## config.mk

```make
export PLATFORM = sky130hd
export DESIGN_NAME = llfifo_drain_reader
export DESIGN_NICKNAME = d
export VERILOG_FILES = /design/src/rtl/llfifo_drain_reader_pkg.sv /design/src/rtl/llfifo_rr_arbiter.sv /design/src/rtl/llfifo_drain_reader.sv
export SDC_FILE = /design/constraint.sdc
export NUM_CORES = 1
export LEC_CHECK = 0
export CAP_MARGIN = 20
export CORE_MARGIN = 2
export CORE_UTILIZATION = 25
export CTS_CLUSTER_DIAMETER = 50
export DETAILED_ROUTE_END_ITERATION = 6
export PLACE_DENSITY = 0.58
export SYNTH_ARGS = -nofsm -noshare
export SYNTH_HDL_FRONTEND = slang
export SYNTH_SLANG_ARGS = --single-unit
export TNS_END_PERCENT = 10
```

## constraint.sdc

```tcl
create_clock -name clk -period 2.5 [get_ports clk]
set_input_delay 0.5 -clock clk [delete_from_list [all_inputs] [get_ports clk]]
set_output_delay 0.5 -clock clk [all_outputs]
set_load 0.005 [all_outputs]
```

## src/rtl/llfifo_drain_reader_pkg.sv

```systemverilog
// rtl/llfifo_drain_reader_pkg.sv - shared types and defaults for the linked-list FIFO read side.
package llfifo_drain_reader_pkg;

  typedef enum logic [1:0] {
    ST_RUN   = 2'd0,
    ST_DRAIN = 2'd1,
    ST_DONE  = 2'd2
  } state_e;

  localparam int DEF_WIDTH     = 4;
  localparam int DEF_DEPTH     = 2;
  localparam int DEF_NUM_FIFOS = 2;
  localparam int BUF_DEPTH     = 2;

  // Next queue index with explicit wrap, so non-power-of-2 queue counts never escape the range.
  function automatic int unsigned wrap_next(int unsigned idx, int unsigned n);
    return (idx + 1 >= n) ? 0 : idx + 1;
  endfunction

endpackage

```

## src/rtl/llfifo_rr_arbiter.sv

```systemverilog
// rtl/llfifo_rr_arbiter.sv - combinational round-robin pick: first request after rr_ptr.
import llfifo_drain_reader_pkg::*;

module llfifo_rr_arbiter #(
  parameter int NUM_FIFOS = DEF_NUM_FIFOS,
  parameter int SEL_WIDTH = $clog2(NUM_FIFOS)
) (
  input  logic [NUM_FIFOS-1:0] req,
  input  logic [SEL_WIDTH-1:0] rr_ptr,
  output logic                 gnt_vld,
  output logic [SEL_WIDTH-1:0] gnt_idx
);

  always_comb begin
    int unsigned            idx;
    logic [SEL_WIDTH-1:0]   sel;
    gnt_vld = 1'b0;
    gnt_idx = '0;
    idx     = 32'(rr_ptr);
    sel     = '0;
    for (int k = 0; k < NUM_FIFOS; k++) begin
      idx = wrap_next(idx, NUM_FIFOS);
      sel = SEL_WIDTH'(idx);
      if (!gnt_vld && req[sel]) begin
        gnt_vld = 1'b1;
        gnt_idx = sel;
      end
    end
  end

endmodule

```

## src/rtl/llfifo_drain_reader.sv

```systemverilog
// rtl/llfifo_drain_reader.sv - round-robin pop engine with a 2-entry output buffer and a drain FSM.
import llfifo_drain_reader_pkg::*;

module llfifo_drain_reader #(
  parameter int WIDTH     = DEF_WIDTH,
  parameter int DEPTH     = DEF_DEPTH,
  parameter int NUM_FIFOS = DEF_NUM_FIFOS,
  parameter int SEL_WIDTH = $clog2(NUM_FIFOS)
) (
  input  logic                 clk,
  input  logic                 rst,
  input  logic [NUM_FIFOS-1:0] empty,
  input  logic [WIDTH-1:0]     data_out,
  output logic                 pop,
  output logic [SEL_WIDTH-1:0] pop_sel,
  input  logic [NUM_FIFOS-1:0] en_mask,
  input  logic                 drain_req,
  input  logic [SEL_WIDTH-1:0] drain_sel,
  output logic                 out_valid,
  input  logic                 out_ready,
  output logic [WIDTH-1:0]     out_data,
  output logic [SEL_WIDTH-1:0] out_qid,
  output logic                 drain_busy,
  output logic                 drain_done
);

  if (NUM_FIFOS < 2 || DEPTH < 1) begin : g_bad_params
    $error("llfifo_drain_reader: NUM_FIFOS must be >= 2 and DEPTH >= 1");
  end

  state_e               state_q, state_d;
  logic [SEL_WIDTH-1:0] dq_q, dq_d;
  logic [SEL_WIDTH-1:0] rr_ptr_q, rr_ptr_d;

  logic [WIDTH-1:0]     buf_data_q [BUF_DEPTH];
  logic [SEL_WIDTH-1:0] buf_qid_q  [BUF_DEPTH];
  logic                 rd_ptr_q, wr_ptr_q;
  logic [1:0]           count_q;

  logic [NUM_FIFOS-1:0] req;
  logic [NUM_FIFOS-1:0] dq_onehot;
  logic                 gnt_vld;
  logic [SEL_WIDTH-1:0] gnt_idx;
  logic                 deq;
  logic                 space;
  logic                 dq_empty;

  llfifo_rr_arbiter #(
    .NUM_FIFOS (NUM_FIFOS),
    .SEL_WIDTH (SEL_WIDTH)
  ) u_arb (
    .req     (req),
    .rr_ptr  (rr_ptr_q),
    .gnt_vld (gnt_vld),
    .gnt_idx (gnt_idx)
  );

  // An out-of-range drain queue decodes to no bits, so it reads as empty and finishes at once.
  always_comb begin
    dq_onehot = '0;
    for (int i = 0; i < NUM_FIFOS; i++) begin
      dq_onehot[i] = (dq_q == SEL_WIDTH'(i));
    end
  end

  assign dq_empty = ~|(dq_onehot & ~empty);

  always_comb begin
    req = '0;
    case (state_q)
      ST_RUN:   req = ~empty & en_mask;
      ST_DRAIN: req = dq_onehot & ~empty;
      default:  req = '0;
    endcase
  end

  assign out_valid = (count_q != 2'd0);
  assign out_data  = buf_data_q[rd_ptr_q];
  assign out_qid   = buf_qid_q[rd_ptr_q];
  assign deq       = out_valid & out_ready;
  // Counting the entry leaving this cycle keeps full throughput when the buffer is full.
  assign space     = (count_q - {1'b0, deq}) < 2'd2;

  assign pop     = gnt_vld & space & ~rst;
  assign pop_sel = rst ? '0 : gnt_idx;

  assign drain_busy = (state_q == ST_DRAIN);
  assign drain_done = (state_q == ST_DONE);

  always_comb begin
    state_d  = state_q;
    dq_d     = dq_q;
    rr_ptr_d = pop ? gnt_idx : rr_ptr_q;
    case (state_q)
      ST_RUN: begin
        if (drain_req) begin
          state_d = ST_DRAIN;
          dq_d    = drain_sel;
        end
      end
      ST_DRAIN: begin
        if (dq_empty) state_d = ST_DONE;
      end
      default: state_d = ST_RUN;
    endcase
  end

  always_ff @(posedge clk or posedge rst) begin
    if (rst) begin
      state_q  <= ST_RUN;
      dq_q     <= '0;
      rr_ptr_q <= SEL_WIDTH'(NUM_FIFOS - 1);
    end else begin
      state_q  <= state_d;
      dq_q     <= dq_d;
      rr_ptr_q <= rr_ptr_d;
    end
  end

  always_ff @(posedge clk or posedge rst) begin
    if (rst) begin
      for (int i = 0; i < BUF_DEPTH; i++) begin
        buf_data_q[i] <= '0;
        buf_qid_q[i]  <= '0;
      end
      rd_ptr_q <= 1'b0;
      wr_ptr_q <= 1'b0;
      count_q  <= 2'd0;
    end else begin
      if (pop) begin
        buf_data_q[wr_ptr_q] <= data_out;
        buf_qid_q[wr_ptr_q]  <= pop_sel;
        wr_ptr_q             <= ~wr_ptr_q;
      end
      if (deq) rd_ptr_q <= ~rd_ptr_q;
      count_q <= count_q + {1'b0, pop} - {1'b0, deq};
    end
  end

endmodule
```

Word-level counts from Yosys, hierarchy flattened
Index checks and enable logic that the tools add are counted.
Operators by class
  order comparisons: 8
  add/sub/neg operators: 5
  eq/ne operators: 4
  bitwise operators: 12
  reductions and logical operators: 8
  mux-type cells: 27
Operators with widths (count)
  adder 32 x 1 -> 32 bit (second input constant): 1
  >= comparator 32 x 2 -> 1 bit (second input constant): 1
  two-way mux 32 bit: 1
  two-way mux 4 bit: 4
  two-way mux 1 bit: 14
  bitwise mux 8 bit: 1
  case mux 2 bit (2 select lines): 2
  >= comparator 2 bit (second input constant): 3
  AND 2 bit: 2
  demux 4 bit (select 1 bit): 1
  less-than comparator 1 x 2 -> 1 bit (second input constant): 2
  two-way mux 2 bit: 2
  != test 2 bit (second input constant): 2
  NOT 1 bit: 4
  NOT 1 -> 2 bit: 2
  AND reduction 2 bit: 2
  subtractor 2 x 1 -> 2 bit: 2
  AND 1 bit: 3
  adder 1 x 1 -> 2 bit (second input constant): 1
  adder 2 x 1 -> 2 bit: 1
  bitwise mux 2 bit: 1
  equality test 2 x 1 -> 1 bit (second input constant): 1
  equality test 2 bit (second input constant): 1
  logical AND 1 bit: 2
  other kinds (8): 8
Storage, ports and cells
  flip-flop bits (word level): 18
  word-level logic and storage cells: 74

Depth between registers and ports, before layout
Gate-level depths: netlist of the first run.
  depth in word-level cells: 14
  depth in mapped cells: 8
  gate-level depth less buffers: 8

By module
A second synthesis of the first run with hierarchy kept.
Second synthesis, totals
  cell total of the unflattened synthesis: 69
  area total of the unflattened synthesis: 890.9 µm²
By module, submodules not included
  llfifo_drain_reader: times used 1, seq. area each 451.7 µm², area each 877.1 µm², cells each 67
  llfifo_rr_arbiter: times used 1, seq. area each 0.0 µm², area each 13.8 µm², cells each 2

Worst setup path after synthesis of the first run
No wires, ideal clock.
  path kind: reg-to-reg
  start: reg count_q[1]
  end: reg count_q[1]
  stages on the path, launching flop included: 9
  path slack: 0.237 ns
  arrival time: 2.111 ns
  data required time: 2.348 ns
  library setup time: 0.152 ns
  path through: dfrtp_1 or2_2 and2_1 ha_1 xor2_1 a211o_1 inv_1 ha_1 xor2_1
On the way
  longest elaborated chain between the ends: 8
Ends and longest elaborated chain
  from (decl): RTL line llfifo_drain_reader.sv:38  | logic [1:0] count_q;
  from (signal assigned): RTL line llfifo_drain_reader.sv:136  | count_q <= count_q + {1'b0, pop} - {1'b0, deq};
  nonzero test 2 bit: RTL line llfifo_drain_reader.sv:77  | assign out_valid = (count_q != 2'd0);
  named net out_valid: RTL line llfifo_drain_reader.sv:19  | output logic out_valid,
  AND 1 bit: RTL line llfifo_drain_reader.sv:80  | assign deq = out_valid & out_ready;
  subtractor 2 x 1 -> 2 bit: RTL line llfifo_drain_reader.sv:82  | assign space = (count_q - {1'b0, deq}) < 2'd2;
  less-than comparator 2 bit: RTL line llfifo_drain_reader.sv:82
  AND 1 bit (2 in series): RTL line llfifo_drain_reader.sv:84  | assign pop = gnt_vld & space & ~rst;
  named net pop: RTL line llfifo_drain_reader.sv:14  | output logic pop,
  adder 2 x 1 -> 2 bit: RTL line llfifo_drain_reader.sv:136
  subtractor 2 x 1 -> 2 bit: RTL line llfifo_drain_reader.sv:136
The timed path passes the listed nets, and every way through them passes these cells.
A chain may end at the register's enable or synchronous reset.

Worst setup path after layout of the first run
  start: in en_mask[1]
  end: out pop
On the way
  longest elaborated chain between the ends: 10
Ends and longest elaborated chain
  from (decl): RTL line llfifo_drain_reader.sv:16  | input logic [NUM_FIFOS-1:0] en_mask,
  AND 2 bit *: RTL line llfifo_drain_reader.sv:71  | ST_RUN: req = ~empty & en_mask;
  case mux 2 bit (2 select lines) *: RTL line llfifo_drain_reader.sv:70  | case (state_q)
  two-way mux 1 bit (implied by the code) (2 in series): RTL line llfifo_rr_arbiter.sv:24  | if (!gnt_vld && req[sel]) begin
  two-way mux 1 bit: RTL line llfifo_rr_arbiter.sv:24
  zero test 1 bit: RTL line llfifo_rr_arbiter.sv:24
  logical AND 1 bit: RTL line llfifo_rr_arbiter.sv:24
  two-way mux 1 bit *: RTL line llfifo_rr_arbiter.sv:24
  AND 1 bit * (2 in series): RTL line llfifo_drain_reader.sv:84
  to (decl): RTL line llfifo_drain_reader.sv:14
Every way passes the cells marked *; elsewhere a longest branch is shown, timed or not. The select of a mux whose other input is x is not followed.

==> impl_metrics.yaml, run 1 <==
outcome:
  outcome: "complete, no violations"
critical_path:
  crit_chain: "clkdlybuf4s50_1 -> mux2i_1 -> or3_4 -> a211o_1 -> inv_2 -> clkdlybuf4s15_2"
  path_max_fanout: 4
  crit_type: "in -> out"
  cp_num_buf_inv: 3
  rr_startpoint: "count_q[0]"
  cpPeakStageDelay_ns: 0.45
  slowest_stage: "clkdlybuf4s50_1"
  worst_ep_arrival_time_ns: 1.97
  critPathTopFamily: "buffers and inverters"
  critPathLaunch: "en_mask[1]"
  start_kind: "input port"
  crit_required_ns: 2.00
  end_kind: "output pin"
clock_tree:
  cts_tree: "built"
  cts_root_buffer: "clkbuf_4"
  worstSkewPairLatency_ns: 0.29
  clockBufferDepth: 2
  clk_pin_slew_worst_paths_ns: 0.10
  clkSinkCount: 18
  cts_made_buffers: 3
  cts_max_level: 1
sta:
  fmax_mhz: 404.7
  slew_headroom_pct: 55.02
  min_period_ns: 2.471
  fin_crit_sh_pct: 98.84
  finalSetupViolCount: 0
  slew_viol_final: 0
  tightest_slew_ns: 0.6739
  rsz0062_at_grt: "true"
  fin_skew_ns: 0.001609
  timing.setup.tns_ns: 0
  timing_hold_violations_final: 0
layout:
  mostFrequentLayoutCell: "clkdlybuf4s50_1"
  fin_area_um2: 1358
  stdcell_count: 152
  final_util_pct: 39.74
  syn_to_final_growth_pct: 48.43
  drive_gt1_share_pct: 43.40
  fillers: 347
  final_cell_mix: "clkdlybuf4s50_1 (20), mux2_2 (17), dfrtp_1 (17)"
  finalNetCount: 122
  diodes: 0
pwr:
  comb_power_share_pct: 52.3
  p_total_mw: 1.540
  p_leak_nw: 0.5897
  p_switching_mw: 0.4838
  ir_drop_uv: 472.8
  switching_share_pct: 31.42
  p_int_mw: 1.056
  seq_power_share_pct: 36.2
  p_clk_share_pct: 11.5
  power_density_nw_per_um2: 1134
grt:
  grt_max_degree: 19
  overflow: 0
  antenna_found_initial: 0
  grt_pass1_wl_um: 3022
  grt_util_all_layers_pct: 9.377
  grt_pass1_vias: 711
synthesis:
  synthTopCellsByArea: "dfrtp_1 (47%), mux2_2 (21%), a2111oi_4 (6.0%)"
  syn_nets: 83
  syn_inst: 68
  ys_seq_area_share_pct: 49.38
  synth_top_area_share_pct: 46.51
  synth_largest_area_cell: "dfrtp_1"
  syn_avg_cell_area_um2: 13.45
  ys_types: 22
  yosysWarnings: 0
  synth_area_um2: 914.6
  ys_seq_elements: 18
drt:
  ant_nets: 0
  firstDrtPassIters: 3
  initialDrtViolationCount: 2
  wl_per_cell_um: 11.77
  drc: 0
  vias: 652
  finalWirelength_um: 1789
  via_per_inst: 4.289
placed_design:
  dpl-instance-area_um2: 1271
  dp_cells: 146
  dp_hpwl_um: 1358
  io_buffers: 22
  place_congestion: 0.7183
floorplan:
  die_w_um: 64.49
  initial_core_util_pct: 26.78
  rows: 21
  ios: 23
  die_y_um: 64.49
  core_area_um2: 3416
  dieArea_um2: 4158
worst_hold_path:
  hp-start: "buf_qid_q[0]"
  min_path_type: "reg -> reg"
run:
  maxCapViolations: 0
-- cell usage after synthesis, drive strengths merged --
library cell	n
mux2i	2
xnor2	1
nand2b	2
and2	1
clkbuf	1
mux2	17
or3	1
a2111oi	2
nand2	1
inv	5
dfstp	1
or2b	1
dfrtp	17
nor2	1
a21oi	2
a211o	2
ha	2
nor2b	2
a211oi	2
and2b	1
xor2	3
or2	1
-- metal layers --
metal	share of wire (%)	wire, µm	global-route usage, %
met1	43	778	10.82
met2	51	917	16.28
met3	3.5	63	2.083
met4	1.6	29	4.787
met5	0	0	0
-- logic make-up after synthesis --
kind of cell / Yosys count / synth area share [%]
compound gates: 8 / 10.67
buf+inv: 6 / 2.462
xor+xnor: 4 / 3.831
mux: 19 / 23.12
simple gates: 11 / 7.798
flops: 18 / 49.39
fa+ha+maj: 2 / 2.736
-- metrics by stage --
| step | setup WS [ns] | hold slack (ns) |
|---|---|---|
| 2_1_floorplan | 0.2371 | 0.4378 |
| 3_3_place_gp | -0.2882 | 0.4823 |
| 3_5_place_dp | -0.2783 | 0.4939 |
| 4_1_cts | 0.001986 | 0.5183 |
| 5_1_grt | -0.01272 | 0.5343 |
| 6_report | 0.02906 | 0.5130 |
-- worst paths after layout --
kind                            slack (ns)  depth (start not counted)       endpoint
worst max-delay path                  0.03                          6            pop
worst min-delay path                  0.51                          1   buf_qid_q[0]
worst max register to register        0.31                          8  buf_data_q[4]
worst min register to register        0.51                          1   buf_qid_q[0]
max in group asynchronous             1.22                          3  buf_data_q[3]
min in group asynchronous             0.85                          3       wr_ptr_q
-- sequential cells by signal, indices dropped and copies added (netlist names) --
signal and count:
buf_data_q 8, buf_qid_q 2, count_q 2, dq_q 1, rd_ptr_q 1, rr_ptr_q 1, state_q 2, wr_ptr_q 1
-- power groups by stage --
stage	combinational [mW]	clock [mW]	sequential, mW
after global routing	0.885	0.193	0.582
after global placement	0.737	0	0.552
after CTS	0.772	0.182	0.559
after floorplan	0.438	0	0.517
after detailed placement	0.758	0	0.562
final	0.805	0.177	0.558
-- final cells by class --
cell class                      count  area, µm²  area share (%)
Multi-Input combinational cell     44      475.5           35.02
Sequential cell                    18      451.7           33.27
Timing Repair Buffer               35      317.8           23.41
Tap cell                           46      57.56           4.240
Clock buffer                        4      36.28           2.673
Inverter                            5      18.77           1.382
-- timing repair --
action	in CTS	in global routing
hold buffers	0	0
gates resized for setup	8	4
pin swaps	2	4
setup endpoints to repair	2	2
buffers inserted	0	2
Note: power is estimated with default switching activity, not from simulation.
==> run 2, diff against run 1 <==
--- a/config.mk
+++ b/config.mk
@@ -7,10 +7,10 @@
 export LEC_CHECK = 0
 export CAP_MARGIN = 20
 export CORE_MARGIN = 2
-export CORE_UTILIZATION = 25
+export CORE_UTILIZATION = 45
 export CTS_CLUSTER_DIAMETER = 50
 export DETAILED_ROUTE_END_ITERATION = 6
-export PLACE_DENSITY = 0.58
+export PLACE_DENSITY = 0.86
 export SYNTH_ARGS = -nofsm -noshare
 export SYNTH_HDL_FRONTEND = slang
 export SYNTH_SLANG_ARGS = --single-unit
==> impl_metrics.yaml, run 2 (synthesis results as in run 1) <==
grt:
  overflow: 0
  antenna_found_initial: 0
  grt_max_degree: 19
  grt_pass1_vias: 647
  grt_pass1_wl_um: 2766
  grt_util_all_layers_pct: 14.80
clock_tree:
  cts_made_buffers: 3
  cts_root_buffer: "clkbuf_4"
  cts_max_level: 1
  clockBufferDepth: 2
  clk_pin_slew_worst_paths_ns: 0.10
  post_cts_buffers: 0
  clkSinkCount: 18
  cts_tree: "built"
  worstSkewPairLatency_ns: 0.28
floorplan:
  dieArea_um2: 2409
  die_y_um: 49.09
  core_area_um2: 1942
  die_w_um: 49.09
  initial_core_util_pct: 47.10
  rows: 16
  ios: 23
critical_path:
  end_kind: "output pin"
  worst_ep_arrival_time_ns: 1.91
  path_max_fanout: 4
  crit_type: "in -> out"
  crit_required_ns: 2.00
  start_kind: "input port"
drt:
  initialDrtViolationCount: 4
  drc: 0
  wl_per_cell_um: 12.29
  firstDrtPassIters: 4
  vias: 619
  via_per_inst: 4.798
  finalWirelength_um: 1586
  ant_nets: 0
layout:
  fillers: 155
  final_util_pct: 65.14
  fin_area_um2: 1265
  largest_reg_flops: 8
  drive_gt1_share_pct: 38.24
  final_cell_mix: "clkdlybuf4s50_1 (20), mux2_2 (17), dfrtp_1 (17)"
  syn_to_final_growth_pct: 38.30
  finalNetCount: 118
  mostFrequentLayoutCell: "clkdlybuf4s50_1"
  top_register: "buf_data_q"
  stdcell_count: 129
  diodes: 0
sta:
  fmax_mhz: 415.5
  tightest_slew_ns: 0.6581
  hold_ws_ns: 0.5103
  fin_skew_ns: 0.006077
  timing.setup.tns_ns: 0
  finalSetupViolCount: 0
  fin_crit_sh_pct: 96.26
  slew_headroom_pct: 56.08
  slew_viol_final: 0
  min_period_ns: 2.407
  timing_hold_violations_final: 0
  rsz0062_at_grt: "false"
placed_design:
  io_buffers: 22
  dp_cells: 125
  dpl-instance-area_um2: 1232
  dp_hpwl_um: 1217
  place_congestion: 0.8123
pwr:
  p_leak_nw: 0.5621
  ir_drop_uv: 723.6
  power_density_nw_per_um2: 1134
worst_hold_path:
  min_path_type: "reg -> reg"
outcome:
  outcome: "complete, no violations"
run:
  maxCapViolations: 0
run 2: final timing paths:
kind	start	endpoint	slack [ns]	depth (start not counted)
worst max-delay path	en_mask[1]	pop	0.09	6
worst min-delay path	buf_data_q[3]	buf_data_q[3]	0.51	1
worst max register to register	count_q[1]	buf_qid_q[1]	0.26	8
worst min register to register	buf_data_q[3]	buf_data_q[3]	0.51	1
max in group asynchronous	rst	buf_data_q[4]	1.23	2
min in group asynchronous	rst	count_q[0]	0.84	2
run 2: layout make-up:
class | count | area [µm²] | share of cell area [%]
clock buffers | 4 | 26.28 | 2.077
inverters | 5 | 18.77 | 1.484
multi-input cells | 44 | 452.9 | 35.81
flip-flops and latches | 18 | 451.7 | 35.71
well taps | 27 | 33.78 | 2.671
repair buffers | 31 | 281.5 | 22.26
run 2: timing repair:
item	4_1_cts	5_1_grt
setup endpoints to repair	2	1
resized for setup	7	3
pin swaps	2	3
hold buffers	0	0
run 2: critical path, stage by stage:
cell and delay [ns]:
clkdlybuf4s50_1 0.46, mux2i_1 0.06, or3_4 0.40, a211o_1 0.33, inv_2 0.06, buf_2 0.10
run 2: metrics by stage:
step	power (mW)	setup WS, ns
floorplan	0.9551	0.2371
global placement	1.266	-0.2578
detailed placement	1.294	-0.2652
CTS	1.451	0.02108
global route	1.545	0.02463
finish	1.435	0.09350
run 2: per-layer routing:
| layer | global-route usage (%) | part of all wire (%) |
|---|---|---|
| met1 | 20.68 | 46 |
| met2 | 23.65 | 50 |
| met3 | 2.454 | 3.4 |
| met4 | 4.286 | 0.50 |
| met5 | 0 | 0 |
run 2: power breakdown:
group,total [mW],switching [mW],internal [mW]
sequential,0.561,0.119,0.442
combinational,0.735,0.253,0.481
clock,0.139,0.0776,0.0618
total,1.43,0.450,0.985
==> run 3, diff against run 2 <==
--- a/config.mk
+++ b/config.mk
@@ -5,7 +5,7 @@
 export SDC_FILE = /design/constraint.sdc
 export NUM_CORES = 1
 export LEC_CHECK = 0
-export CAP_MARGIN = 20
+export ABC_CLOCK_PERIOD_IN_PS = 2650
 export CORE_MARGIN = 2
 export CORE_UTILIZATION = 45
 export CTS_CLUSTER_DIAMETER = 50
==> constraint.sdc (replaced) <==
create_clock -name clk -period 2.65 [get_ports clk]
set_input_delay 0.53 -clock clk [delete_from_list [all_inputs] [get_ports clk]]
set_output_delay 0.53 -clock clk [all_outputs]
set_load 0.005 [all_outputs]
==> impl_metrics.yaml, run 3 (synthesis results as in run 1) <==
layout:
  largest_reg_flops: 8
  diodes: 0
  fin_area_um2: 1277
  finalNetCount: 119
  drive_gt1_share_pct: 39.81
  stdcell_count: 130
  syn_to_final_growth_pct: 39.67
  final_cell_mix: "clkdlybuf4s50_1 (20), mux2_2 (17), dfrtp_1 (17)"
  final_util_pct: 65.79
  fillers: 153
  top_register: "buf_data_q"
  mostFrequentLayoutCell: "clkdlybuf4s50_1"
outcome:
  outcome: "complete, no violations"
sta:
  rsz0062_at_grt: "false"
  slew_viol_final: 0
  slew_headroom_pct: 55.47
  fin_skew_ns: 0.007372
  tightest_slew_ns: 0.6672
  finalSetupViolCount: 0
  timing_hold_violations_final: 0
  hold_ws_ns: 0.5114
  fin_crit_sh_pct: 94.88
  fmax_mhz: 397.7
  min_period_ns: 2.514
  timing.setup.tns_ns: 0
  fin_ws_ns: 0.1357
drt:
  wl_per_cell_um: 12.82
  initialDrtViolationCount: 5
  vias: 619
  ant_nets: 0
  drc: 0
  finalWirelength_um: 1666
  via_per_inst: 4.762
  firstDrtPassIters: 4
grt:
  gr-usage-met2_pct: 24.32
  overflow: 0
  grt_max_degree: 19
  grt_pass1_wl_um: 2739
  grt_use_met1_pct: 20.00
  grt-busiest-layer: "met2"
  gr-usage-met3_pct: 2.147
  grt_pass1_vias: 623
  antenna_found_initial: 0
  grt_util_all_layers_pct: 14.72
placed_design:
  pre_cts_ws_ns: -0.1877
  dpl-instance-area_um2: 1225
  dp_hpwl_um: 1272
  io_buffers: 22
  place_congestion: 0.8137
  dp_cells: 124
clock_tree:
  clockBufferDepth: 2
  cts_made_buffers: 3
  clkSinkCount: 18
  cts_max_level: 1
  cts_tree: "built"
  cts_root_buffer: "clkbuf_4"
  clk_pin_slew_worst_paths_ns: 0.10
  worstSkewPairLatency_ns: 0.28
critical_path:
  end_kind: "output pin"
  crit_type: "reg -> out"
  path_max_fanout: 2
  worst_ep_arrival_time_ns: 1.98
  r2r_slack_ns: 0.28
  start_kind: "flip-flop"
  crit_required_ns: 2.12
floorplan:
  rows: 16
  ios: 23
  dieArea_um2: 2409
  die_w_um: 49.09
  die_y_um: 49.09
  initial_core_util_pct: 47.10
  core_area_um2: 1942
pwr:
  p_leak_nw: 0.5661
  ir_drop_uv: 769.8
  power_density_nw_per_um2: 1073
  p_total_mw: 1.370
worst_hold_path:
  min_path_type: "reg -> reg"
run:
  maxCapViolations: 0
run 3: final timing paths:
path                               start             to  depth (start not counted)
setup / recovery              count_q[1]            pop                          7
hold / removal             buf_data_q[2]  buf_data_q[2]                          1
setup reg to reg              count_q[1]   buf_qid_q[0]                          8
hold reg to reg            buf_data_q[2]  buf_data_q[2]                          1
max in group asynchronous            rst  buf_data_q[4]                          2
min in group asynchronous            rst  buf_data_q[0]                          2
run 3: metal layers:
layer  up-vias  share of wire [%]
met1       299                 45
met2        10                 52
li1        308                  -
met4         0               0.48
met3         2                3.0
met5         -                  0
run 3: final cells by class:
class                   count  area (µm²)  share of cell area [%]
multi-input cells          44       457.9                   35.85
flip-flops and latches     18       451.7                   35.36
repair buffers             32       289.0                   22.62
well taps                  27       33.78                   2.644
clock buffers               4       26.28                   2.057
inverters                   5       18.77                   1.469
run 3: report_power, final:
part / internal (mW) / switching, mW / leakage [nW]
logic: 0.459 / 0.249 / 0.333
registers: 0.416 / 0.111 / 0.218
clock network: 0.0583 / 0.0773 / 0.0150
run 3: critical path: stages, from the launching register on:
cell      delay (ns)
dfrtp_1         0.40
or2_2           0.32
and2_4          0.17
ha_2            0.19
xor2_2          0.18
a211o_1         0.29
inv_2           0.07
clkbuf_2        0.10
run 3: what timing repair did:
item,in CTS,in global routing
resized for setup,4,5
endpoints found under the setup margin,2,1
setup buffers,1,1
pin swaps,2,2
hold buffers,0,0
